`config.mk`:
```
export PLATFORM = sky130hd
export DESIGN_NAME = rr_decode_arbiter
export DESIGN_NICKNAME = d
export VERILOG_FILES = /design/src/rtl/rr_decode_arbiter.sv
export SDC_FILE = /design/constraint.sdc
export NUM_CORES = 1
export LEC_CHECK = 0
export BUFFER_PORTS_ARGS = -buffer_cell sky130_fd_sc_hd__buf_2
export CORE_AREA = 4 4 66 56
export CTS_BUF_LIST = sky130_fd_sc_hd__clkbuf_4
export CTS_CLUSTER_DIAMETER = 30
export DETAILED_ROUTE_END_ITERATION = 8
export DIE_AREA = 0 0 70 60
export RECOVER_POWER = 100
export SYNTH_ARGS = -nofsm -noshare
export SYNTH_HDL_FRONTEND = slang
export SYNTH_SLANG_ARGS = --single-unit
```
`constraint.sdc`:
```
create_clock -name clk -period 1.83 [get_ports clk]
set_clock_uncertainty 0.05 [all_clocks]
set_input_delay 0.4575 -clock clk [delete_from_list [all_inputs] [get_ports clk]]
set_output_delay 0.4575 -clock clk [all_outputs]
set_load 0.01 [all_outputs]
```
`src/rtl/rr_decode_arbiter.sv`:
```
// -----------------------------------------------------------------------------
// rr_decode_arbiter
//
// Four-requester round-robin arbiter with a one-hot grant decoded from a
// registered owner index. A grant lasts until the owner signals done, drops
// its request, or holds the resource for MAX_HOLD cycles. A hold-limit
// revocation is flagged with a one-cycle timeout pulse. After every grant
// the arbiter spends at least one cycle idle, and the search for the next
// owner starts just past the previous one.
//
// Parameters
//   MAX_HOLD  maximum number of cycles a single grant may last (2..255)
//
// Ports
//   clk       rising-edge clock
//   rst_n     asynchronous active-low reset
//   req[3:0]  request lines, req[i] belongs to requester i
//   done      owner releases the resource (looked at only while busy)
//   gnt[3:0]  one-hot grant, zero when no grant is active
//   gnt_idx   index of the current owner, or of the last owner while idle
//   busy      a grant is active
//   timeout   one-cycle pulse on the first idle cycle after a hold-limit
//             revocation
// -----------------------------------------------------------------------------
module rr_decode_arbiter #(
    parameter int unsigned MAX_HOLD = 15
) (
    input  logic       clk,
    input  logic       rst_n,
    input  logic [3:0] req,
    input  logic       done,
    output logic [3:0] gnt,
    output logic [1:0] gnt_idx,
    output logic       busy,
    output logic       timeout
);

    typedef enum logic {
        IDLE = 1'b0,
        BUSY = 1'b1
    } state_t;

    // Last value the hold counter reaches before the grant is revoked.
    localparam logic [7:0] HOLD_LAST = 8'(MAX_HOLD - 1);

    state_t     state,    state_nxt;
    logic [1:0] ptr,      ptr_nxt;
    logic [1:0] idx_nxt;
    logic [7:0] hold_cnt, hold_nxt;
    logic       timeout_nxt;
    logic [3:0] gnt_nxt;

    logic [1:0] pick;
    logic       pick_valid;
    logic       release_req;
    logic       at_limit;

    // Round-robin search: walk the candidates from farthest (ptr+3) to
    // nearest (ptr), so the nearest set request overwrites the others.
    always_comb begin
        // NOTE: every variable assigned in a combinational block gets a
        // default first, so no path leaves it unassigned and no latch appears.
        pick       = ptr;
        pick_valid = 1'b0;
        for (int k = 3; k >= 0; k--) begin
            if (req[ptr + 2'(k)]) begin
                pick       = ptr + 2'(k);
                pick_valid = 1'b1;
            end
        end
    end

    assign release_req = done | ~req[gnt_idx];
    assign at_limit    = (hold_cnt == HOLD_LAST);

    always_comb begin
        state_nxt   = state;
        ptr_nxt     = ptr;
        idx_nxt     = gnt_idx;
        hold_nxt    = hold_cnt;
        timeout_nxt = 1'b0;

        case (state)
            IDLE: begin
                if (pick_valid) begin
                    state_nxt = BUSY;
                    idx_nxt   = pick;
                    hold_nxt  = 8'd0;
                end
            end
            BUSY: begin
                if (release_req || at_limit) begin
                    state_nxt   = IDLE;
                    ptr_nxt     = gnt_idx + 2'd1;
                    // Flag only revocations the owner did not ask for.
                    timeout_nxt = at_limit & ~release_req;
                end else begin
                    hold_nxt = hold_cnt + 8'd1;
                end
            end
            default: begin
                state_nxt = IDLE;
            end
        endcase

        // The grant is decoded ahead of the register so gnt comes straight
        // from flops and cannot glitch while gnt_idx and busy change.
        gnt_nxt = (state_nxt == BUSY) ? (4'd1 << idx_nxt) : 4'd0;
    end

    // NOTE: sequential state uses non-blocking assignments so every flop
    // samples the pre-edge values, independent of statement order.
    always_ff @(posedge clk or negedge rst_n) begin
        if (!rst_n) begin
            state    <= IDLE;
            ptr      <= 2'd0;
            gnt_idx  <= 2'd0;
            hold_cnt <= 8'd0;
            timeout  <= 1'b0;
            gnt      <= 4'd0;
        end else begin
            state    <= state_nxt;
            ptr      <= ptr_nxt;
            gnt_idx  <= idx_nxt;
            hold_cnt <= hold_nxt;
            timeout  <= timeout_nxt;
            gnt      <= gnt_nxt;
        end
    end

    assign busy = (state == BUSY);

endmodule
```
==> reports/results.tsv, run 1 <==
metric	value	unit
crit_fanout	3	
drt_iter0_markers	30	
fin_util	0.4677	
drive_gt1_frac	0.4211	
setup.worst_path.class	flip-flop to flip-flop	
holdBufCountCts	0	
place_congestion	0.8229	
start_util	0.3358	
n_fill_cell	293	
syn-num-nets	101	
fp.dieW	70	um
worst_slack	-0.03830	ns
rsz0062_at_grt	true	
arrival	2.02	ns
grt_pass1_vias	841	
grt_use_met2	0.1871	
ant_nets	0	
numCtsBuffers	3	
irDropWorstVdd	0.6189	mV
pre_cts_ws	-0.1207	ns
end_kind	flip-flop	
tightest_slew	1.050	ns
powerDensity	1305	nW/um^2
finalSetupViolCount	3	
cap_viol_max_count	0	
n_antenna_cell	0	
design.die.area	4200	sq um
synthArstFlopShare	1.000	
finalCritPeriodShare	1.021	
drc_errors	0	
routedWlPerCell	14.53	um
ys_seq_area_frac	0.4444	
place_hpwl	1744	um
io_buffers	14	
die_h	60	um
numClockSinks	18	
htreeDepth	1	
fin_nets	143	
area_delta_synth_final	39.26	%
path_clk_slew	0.11	ns
core	3018	sq um
max_freq	0.5352	GHz
relSlewSlack	0.3002	
leakagePower	0.0006487	uW
synth_ff_type	dfrtp_1	
slew_viol_final	0	
use_met3	0.03529	
via_count	892	
failed_checks	setup timing	
hold_viol_final	0	
grt_usage	0.1173	
syn-instance-count	92	
ys_types	43	
cts-root-buf	clkbuf_4	
gr-total-overflow	0	
min_period	1.868	ns
syn_area	1013	sq um
start_kind	flip-flop	
syn_avg_cell_area	11.02	sq um
hold_path.class	primary input to asynchronous set/reset pin	
top_usage_layer	met2	
io_pins	15	
synth_seq_cells	18	
via_per_inst	5.156	
grt_max_degree	19	
routed_wl	2514	um
outcome	finished with violations	
yosys_warnings	0	
gr-usage-met1	0.1538	
grt_pass1_wl	3884	um
synth_edf_count	0	
clockBufferDepth	2	
crit_required	1.98	ns
clk_latency	0.29	ns
worst_hold_slack	0.2624	ns
drt_first_pass_iters	4	
cts_tree	built	
rows	18	
antenna_found_initial	0	
kinds of logic (layout without fill, tap and decap cells):
| kind of cell | after synthesis | after routing | synth area share |
|---|---|---|---|
| AOI/OAI and AO/OA | 20 | 20 | 0.1877 |
| xor gates and xnor gates | 1 | 1 | 0.008644 |
| adders and majority gates | 2 | 2 | 0.02469 |
| buffers and inverters | 6 | 47 | 0.02469 |
| DFF | 18 | 18 | 0.4444 |
| muxes | 6 | 6 | 0.06173 |
| and+or+nand+nor | 39 | 39 | 0.2482 |
repair_timing:
item                       CTS  global route
buffers inserted             0             6
gates resized for setup      2            14
pin swaps                    1             6
setup endpoints to repair    4            12
layer usage:
layer  wire, um  share of wire
met1       1297           0.52
met2       1103           0.44
met3         82          0.033
met4         30          0.012
met5          0              0
state kept, by name, indices dropped and copies added, names as in the netlist:
register  cells
gnt_idx       2
gnt           4
busy          1
hold_cnt      8
ptr           2
timeout       1
layout by cell type, fill, tap and decap left out, drive strengths merged:
cell	instances
a2111oi	1
a211o	1
a21oi	2
a221o	1
a2bb2oi	1
a32o	1
and2	1
and3	1
buf	33
clkbuf	9
clkinv	1
dfrtp	18
ha	2
inv	4
mux2	2
mux2i	4
nand2	3
nand2b	1
nand3	3
nand3b	1
nand4	2
nand4b	1
nor2	8
nor2b	5
nor3	1
nor3b	5
nor4	3
nor4b	1
o21ai	3
o21ba	1
o21bai	1
o2bb2ai	1
o311ai	2
o31ai	2
o41ai	3
or2	1
or4	2
xor2	1
worst paths after layout:
check                                   startpoint                       to  slack [ns]  cells after the start
setup / recovery           hold_cnt[0]$_DFFE_PN0P_         gnt[3]$_DFF_PN0_       -0.04                      7
hold / removal                               rst_n  hold_cnt[0]$_DFFE_PN0P_        0.26                      1
setup reg to reg           hold_cnt[0]$_DFFE_PN0P_         gnt[3]$_DFF_PN0_       -0.04                      7
hold reg to reg                 ptr[0]$_DFFE_PN0P_       ptr[0]$_DFFE_PN0P_        0.53                      2
max in group asynchronous                    rst_n     gnt_idx[1]$_DFF_PN0_        0.77                      1
min in group clk                ptr[0]$_DFFE_PN0P_       ptr[0]$_DFFE_PN0P_        0.53                      2
worst max-delay path, stage by stage (launching register included):
cell      delay, ns
dfrtp_1        0.41
inv_2          0.08
ha_4           0.13
nand4b_4       0.11
or4_4          0.53
a21oi_4        0.21
inv_2          0.08
and3_4         0.18
metrics by stage:
stage,total power [uW],cell area (sq um),setup TNS [ns],std cells
final,1841,1411,-0.05278,173
after global routing,1954,1411,-0.5122,173
after CTS,1682,1299,-0.01620,167
after detailed placement,1465,1266,-0.2292,163
after global placement,1456,1266,-0.04181,163
after floorplan,1077,1013,0,92
synth_stat cells, drive strengths merged, types with 3 or more instances:
| cell type | count | area share |
|---|---|---|
| dfrtp | 18 | 0.44 |
| inv | 4 | 0.015 |
| mux2i | 4 | 0.040 |
| nand2 | 3 | 0.011 |
| nand3 | 3 | 0.015 |
| nor2 | 8 | 0.030 |
| nor2b | 5 | 0.031 |
| nor3b | 5 | 0.037 |
| nor4 | 3 | 0.033 |
| o21ai | 3 | 0.015 |
| o41ai | 3 | 0.033 |
where the power goes:
group          switching (uW)  internal [uW]
registers                96.7            506
logic                     479            548
clock network             131           79.4
total                     707           1130
final cells by class:
| type | instances | area, sq um | area share |
|---|---|---|---|
| Multi-Input combinational cell | 68 | 610.6 | 0.4326 |
| Clock inverter | 1 | 3.754 | 0.002660 |
| Sequential cell | 18 | 451.7 | 0.3200 |
| Tap cell | 40 | 50.05 | 0.03546 |
| Timing Repair Buffer | 39 | 257.7 | 0.1826 |
| Inverter | 4 | 15.01 | 0.01064 |
| Clock buffer | 3 | 22.52 | 0.01596 |
No activity file was read; power rests on OpenSTA's default activity.
==> run 2, diff against run 1 <==
--- a/config.mk
+++ b/config.mk
@@ -5,12 +5,13 @@
 export SDC_FILE = /design/constraint.sdc
 export NUM_CORES = 1
 export LEC_CHECK = 0
+export ABC_AREA = 1
 export BUFFER_PORTS_ARGS = -buffer_cell sky130_fd_sc_hd__buf_2
-export CORE_AREA = 4 4 66 56
+export CORE_AREA = 4 4 71 60
 export CTS_BUF_LIST = sky130_fd_sc_hd__clkbuf_4
 export CTS_CLUSTER_DIAMETER = 30
 export DETAILED_ROUTE_END_ITERATION = 8
-export DIE_AREA = 0 0 70 60
+export DIE_AREA = 0 0 75 64
 export RECOVER_POWER = 100
 export SYNTH_ARGS = -nofsm -noshare
 export SYNTH_HDL_FRONTEND = slang
==> constraint.sdc (replaced) <==
create_clock -name clk -period 2.4 [get_ports clk]
set_clock_uncertainty 0.05 [all_clocks]
set_input_delay 0.6 -clock clk [delete_from_list [all_inputs] [get_ports clk]]
set_output_delay 0.6 -clock clk [all_outputs]
set_load 0.01 [all_outputs]
==> reports/results.tsv, run 2 <==
metric	value	unit	change
end_kind	flip-flop		
outcome	completed		
crit_required	2.55	ns	+0.57 ns
largest_reg_flops	8		unchanged
syn_area	1197	sq um	+18%
cpPeakStageDelay	0.63	ns	+0.10 ns
mostFrequentLayoutCell	nand2_1		
synth_ff_type	dfrtp_1		
grt_max_degree	19		unchanged
start_kind	flip-flop		
numClockSinks	18		unchanged
ant_nets	0		unchanged
post_cts_buffers	0		unchanged
io_buffers	14		unchanged
rsz0062_at_grt	false		
ys_seq_area_frac	0.3762		-0.06827
drive_gt1_frac	0.1714		-0.2496
regMostFlops	hold_cnt		
synthArstFlopShare	1.000		unchanged
syn_avg_cell_area	7.531	sq um	-32%
hold_viol_final	0		unchanged
ys_top_cells_by_area	dfrtp_1 38%, nand2_1 13%, inv_1 6.9%		
via_count	996		+12%
routed_wl	2395	um	-4.7%
setup.worst_path.class	flip-flop to flip-flop		
crit_fanout	13		+10
mostFrequentLayoutCells	43 x nand2_1, 23 x inv_1, 18 x dfrtp_1, 14 x nand3_1, 10 x nor2_1		
slew_viol_final	0		unchanged
antenna_found_initial	0		unchanged
worst_slack	0.3762	ns	+0.4145 ns
holdBufCountCts	0		unchanged
place_hpwl	1888	um	+8.2%
power_frac_comb	0.578		+0.020
cap_viol_max_count	0		unchanged
n_antenna_cell	0		unchanged
yosysMostFrequentCell	nand2_1		
cts-root-buf	clkbuf_4		
relSlewSlack	0.3586		+0.05836
finalSetupViolCount	0		-3
n_fill_cell	388		+32%
clockBufferDepth	2		unchanged
synth_commonest_cells	41 x nand2_1, 22 x inv_1, 18 x dfrtp_1		
gr-total-overflow	0		unchanged
pre_cts_ws	0.5053	ns	+0.6260 ns
p_sw	807.8	uW	+14%
routedWlPerCell	10.94	um	-25%
via_per_inst	4.548		-12%
drt_first_pass_iters	4		unchanged
grt_usage	0.1144		-0.002898
design.die.area	4800	sq um	+14%
tightest_slew	0.9621	ns	-0.08753 ns
leakagePower	0.0006507	uW	+0.30%
fin_nets	185		+29%
start_util	0.3300		-0.005821
arrival	2.17	ns	+0.15 ns
clk_latency	0.30	ns	about the same
io_pins	15		unchanged
max_freq	0.4941	GHz	-7.7%
path_clk_slew	0.11	ns	about the same
ys_types	27		-37%
worst_hold_slack	0.3648	ns	+0.1024 ns
seqPwrFrac	0.320		-0.007
placedCellCount	215		+32%
swShare	0.5212		+0.1371
hold_path.class	primary input to asynchronous set/reset pin		
crit_path_frequent_cell	nor2_1		
die_h	64	um	+6.7%
drt_iter0_markers	59		+97%
syn-num-nets	168		+66%
worstPathCellList	inv_1, nand2_1, nand2_2, nand2_1, nand3_2, nor2_4, nor2_8, inv_8, nor2_1, nor2_1, nor2_1		
synth_top_area_frac	0.3762		-0.06827
grt_pass1_vias	945		+12%
irDropWorstVdd	0.6217	mV	+0.45%
fp.dieW	75	um	+7.1%
area_delta_synth_final	8.150	%	
core	3628	sq um	+20%
powerDensity	1197	nW/um^2	-8.2%
syn-instance-count	159		+73%
synth_edf_count	0		unchanged
pwr-share-clk	0.102		-0.012
yosys.area.top_type	dfrtp_1		
internal_power	742.2	uW	-35%
cp_slowest_cell	dfrtp_1		
place_congestion	0.8674		+5.4%
setup_tns	0	ns	+0.05278 ns
grt_pass1_wl	4229	um	+8.9%
yosys_warnings	0		unchanged
cts_tree	built		
finalCritPeriodShare	0.8433		-0.1777
finalNonFillerCells	219		+27%
min_period	2.024	ns	+0.1555 ns
rows	20		+2
synth_seq_cells	18		unchanged
drc_errors	0		unchanged
post_cts_resized	0		-2
numCtsBuffers	3		unchanged
reg_top3	hold_cnt: 8 flops, gnt: 4 flops		
htreeDepth	1		unchanged
-- run 2: cell count changes in the layout (fill, tap and decap cells not counted), sizes merged, moves of 3 or more --
cell,change
nand2,+50
buf,-28
inv,+22
nand3,+13
nor2,+7
o21ai,+7
nor3,+6
nor2b,-5
mux2i,-4
nor3b,-4
clkbuf,+3
nor4,-3
o41ai,-3
-- run 2: power by group through the flow --
stage | combinational, uW | clock [uW] | sequential [uW]
finish | 896 | 158 | 496
global route | 1040 | 180 | 508
CTS | 979 | 164 | 493
detailed placement | 975 | 0 | 500
global placement | 981 | 0 | 498
floorplan | 801 | 0 | 483
-- run 2: layer usage --
metal	share of wire	global-route usage	up-vias
met5	0	0	-
li1	-	-	532
met3	0.030	0.02201	3
met2	0.42	0.1565	15
met1	0.54	0.1663	446
met4	0.012	0.06000	0
-- run 2: through the flow --
stage	utilization	instance area (sq um)	power, uW
after CTS	0.3655	1326	1636
after detailed placement	0.3583	1300	1475
after floorplan	-	1197	1284
after global routing	0.3569	1295	1726
final	0.3569	1295	1550
after global placement	0.3583	1300	1479
-- run 2: cells by family (layout without fill, tap and decap cells) --
kind of cell / Yosys count / in the layout / share of synthesized area
AOI/OAI and AO/OA: 14 / 14 / 0.06792
buffers and inverters: 28 / 44 / 0.1066
DFF: 18 / 18 / 0.3762
xor gates and xnor gates: 3 / 3 / 0.02195
and+or+nand+nor: 94 / 94 / 0.4065
adders and majority gates: 2 / 2 / 0.02090
-- run 2: final timing paths --
kind / from / end / slack (ns) / cells after the start
max reg2reg: ptr[0]$_DFFE_PN0P_ / gnt[1]$_DFF_PN0_ / 0.38 / 11
min in group clk: hold_cnt[7]$_DFFE_PN0P_ / hold_cnt[7]$_DFFE_PN0P_ / 0.52 / 2
min: rst_n / gnt[2]$_DFF_PN0_ / 0.36 / 1
max in group asynchronous: rst_n / timeout$_DFF_PN0_ / 1.35 / 1
min reg2reg: hold_cnt[7]$_DFFE_PN0P_ / hold_cnt[7]$_DFFE_PN0P_ / 0.52 / 2
max: ptr[0]$_DFFE_PN0P_ / gnt[1]$_DFF_PN0_ / 0.38 / 11
-- run 2: critical path: cells and delay by family (launching register included) --
kind	cells	cell delay (ns)
AND/OR/NAND/NOR	9	0.92
flip-flops	1	0.63
buffers and inverters	2	0.30
-- run 2: area by class of cell --
type / instances / area [sq um] / area share
clock buffers: 3 / 22.52 / 0.01739
inverters: 26 / 105.1 / 0.08116
clock inverters: 1 / 3.754 / 0.002899
flip-flops and latches: 18 / 450.4 / 0.3478
multi-input cells: 113 / 599.3 / 0.4628
well taps: 44 / 55.05 / 0.04251
repair buffers: 14 / 58.81 / 0.04541
==> run 3, diff against run 2 <==
==> constraint.sdc (replaced) <==
create_clock -name clk -period 1.8 [get_ports clk]
set_clock_uncertainty 0.05 [all_clocks]
set_input_delay 0.45 -clock clk [delete_from_list [all_inputs] [get_ports clk]]
set_output_delay 0.45 -clock clk [all_outputs]
set_load 0.01 [all_outputs]
==> reports/results.tsv, run 3 (synthesis gave the netlist of run 2 again) <==
metric	value	unit	change
r2r-end	hold_cnt[1]$_DFFE_PN0P_		
max_freq	0.5899	GHz	+19%
antenna_found_initial	0		unchanged
slew_viol_final	0		unchanged
design_area	1369	sq um	+5.7%
ant_nets	0		unchanged
place_congestion	0.8060		-7.1%
top_layer	met4		
largest_reg_flops	8		unchanged
tightest_slew	0.9491	ns	-0.01302 ns
path_clk_slew	0.11	ns	about the same
hold_path.class	primary input to asynchronous set/reset pin		
drc_errors	0		unchanged
clk_latency	0.30	ns	about the same
cts_tree	built		
fp.dieW	75	um	unchanged
ff2ff_setup_slack	0.10	ns	-0.27 ns
start_util	0.3300		unchanged
regMostFlops	hold_cnt		
core	3628	sq um	unchanged
worst_slack	0.1048	ns	-0.2714 ns
cts-root-buf	clkbuf_4		
grt_pass1_wl	4209	um	-0.47%
holdBufCountCts	0		unchanged
drt_first_pass_iters	4		unchanged
design.die.area	4800	sq um	unchanged
pre_cts_ws	0.08832	ns	-0.4170 ns
fin_util	0.3772		+0.02034
numClockSinks	18		unchanged
drive_gt1_frac	0.2500		+0.07857
finalCritPeriodShare	0.9418		+0.09851
outcome	completed		
routed_wl	2376	um	-0.79%
setup_tns	0	ns	unchanged
place_hpwl	1867	um	-1.1%
finalSetupViolCount	0		unchanged
die_h	64	um	unchanged
crit_fanout	7		-6
grt_max_degree	19		unchanged
htreeDepth	1		unchanged
reg2reg_from	ptr[0]$_DFFE_PN0P_		
io_pins	15		unchanged
grt_usage	0.1132		-0.001173
clockBufferDepth	2		unchanged
gr-total-overflow	0		unchanged
routedWlPerCell	10.61	um	-3.0%
powerDensity	1654	nW/um^2	+38%
worst_r2r_path_depth	11		unchanged
arrival	1.83	ns	-0.34 ns
cap_viol_max_count	0		unchanged
leakagePower	0.0006800	uW	+4.5%
setup.worst_path.class	flip-flop to flip-flop		
dpl-instance-area	1315	sq um	+1.2%
mostFrequentLayoutCell	nand2_1		
grt_pass1_vias	951		+0.63%
io_buffers	14		unchanged
min_period	1.695	ns	-0.3286 ns
wl_met2	1047	um	+4.7%
hold_viol_final	0		unchanged
rows	20		unchanged
numCtsBuffers	3		unchanged
route.met3.wl	44	um	-40%
start_kind	flip-flop		
drt_iter0_markers	38		-36%
area_delta_synth_final	14.32	%	
fin_nets	190		+2.7%
via_count	1013		+1.7%
wl_met1	1263	um	-2.2%
mostFrequentLayoutCells	41 x nand2_1, 22 x inv_1, 16 x dfrtp_1, 13 x nand3_1, 10 x nand2_2		
reg_top3	hold_cnt: 8 flops, gnt: 4 flops		
relSlewSlack	0.3673		+0.008682
via_per_inst	4.522		-0.56%
end_kind	flip-flop		
n_antenna_cell	0		unchanged
crit_required	1.93	ns	-0.62 ns
irDropWorstVdd	0.8945	mV	+44%
run 3: layout make-up:
cell class | instances | area [sq um]
flip-flops and latches | 18 | 452.9
fillers | 397 | 2260
clock buffers | 3 | 22.52
clock inverters | 1 | 3.754
well taps | 44 | 55.05
repair buffers | 19 | 101.3
multi-input cells | 113 | 628.1
inverters | 26 | 105.1
run 3: worst max-delay path by stage:
| stage | startpoint | end | slack [ns] | cells past startpoint |
|---|---|---|---|---|
| floorplan | ptr[0]$_DFFE_PN0P_ | gnt[2]$_DFF_PN0_ | 0.28 | 11 |
| global placement | req[3] | hold_cnt[2]$_DFFE_PN0P_ | 0.11 | 11 |
| detailed placement | req[1] | hold_cnt[3]$_DFFE_PN0P_ | 0.09 | 10 |
| CTS | ptr[0]$_DFFE_PN0P_ | gnt[3]$_DFF_PN0_ | 0.08 | 11 |
| global route | ptr[1]$_DFFE_PN0P_ | gnt[0]$_DFF_PN0_ | -0.008 | 12 |
| finish | ptr[0]$_DFFE_PN0P_ | hold_cnt[1]$_DFFE_PN0P_ | 0.10 | 11 |
run 3: worst max-delay path, stage by stage (launching register included):
cell     delay, ns
dfrtp_2       0.45
inv_2         0.12
nand2_1       0.06
nand2_1       0.12
nand2_2       0.10
nand3_2       0.10
nor2_4        0.06
nor2_8        0.18
inv_8         0.07
buf_4         0.14
nand3_1       0.05
o21ai_0       0.08
run 3: metal layers:
| layer | GRT usage | vias up |
|---|---|---|
| met3 | 0.02673 | 3 |
| met5 | 0 | - |
| met1 | 0.1659 | 452 |
| met2 | 0.1565 | 10 |
| met4 | 0.04667 | 0 |
| li1 | - | 548 |
run 3: where the power goes:
part           switching [uW]  internal, uW
Clock                     126          80.7
Combinational             889           526
Sequential                132           510
run 3: repair_timing:
action,4_1_cts,5_1_grt
endpoints found under the setup margin,0,4
endpoints found under the hold margin,0,0
setup buffers,0,3
resized for setup,0,5
run 3: stage by stage:
step           std cells  hold slack (ns)  power [uW]
3_5_place_dp         217           0.3592        1992
5_1_grt              224           0.2998        2492
4_1_cts              221          0.02669        2208
3_3_place_gp         217           0.3603        1995
6_report             224           0.2129        2264
2_1_floorplan        159           0.1044        1712
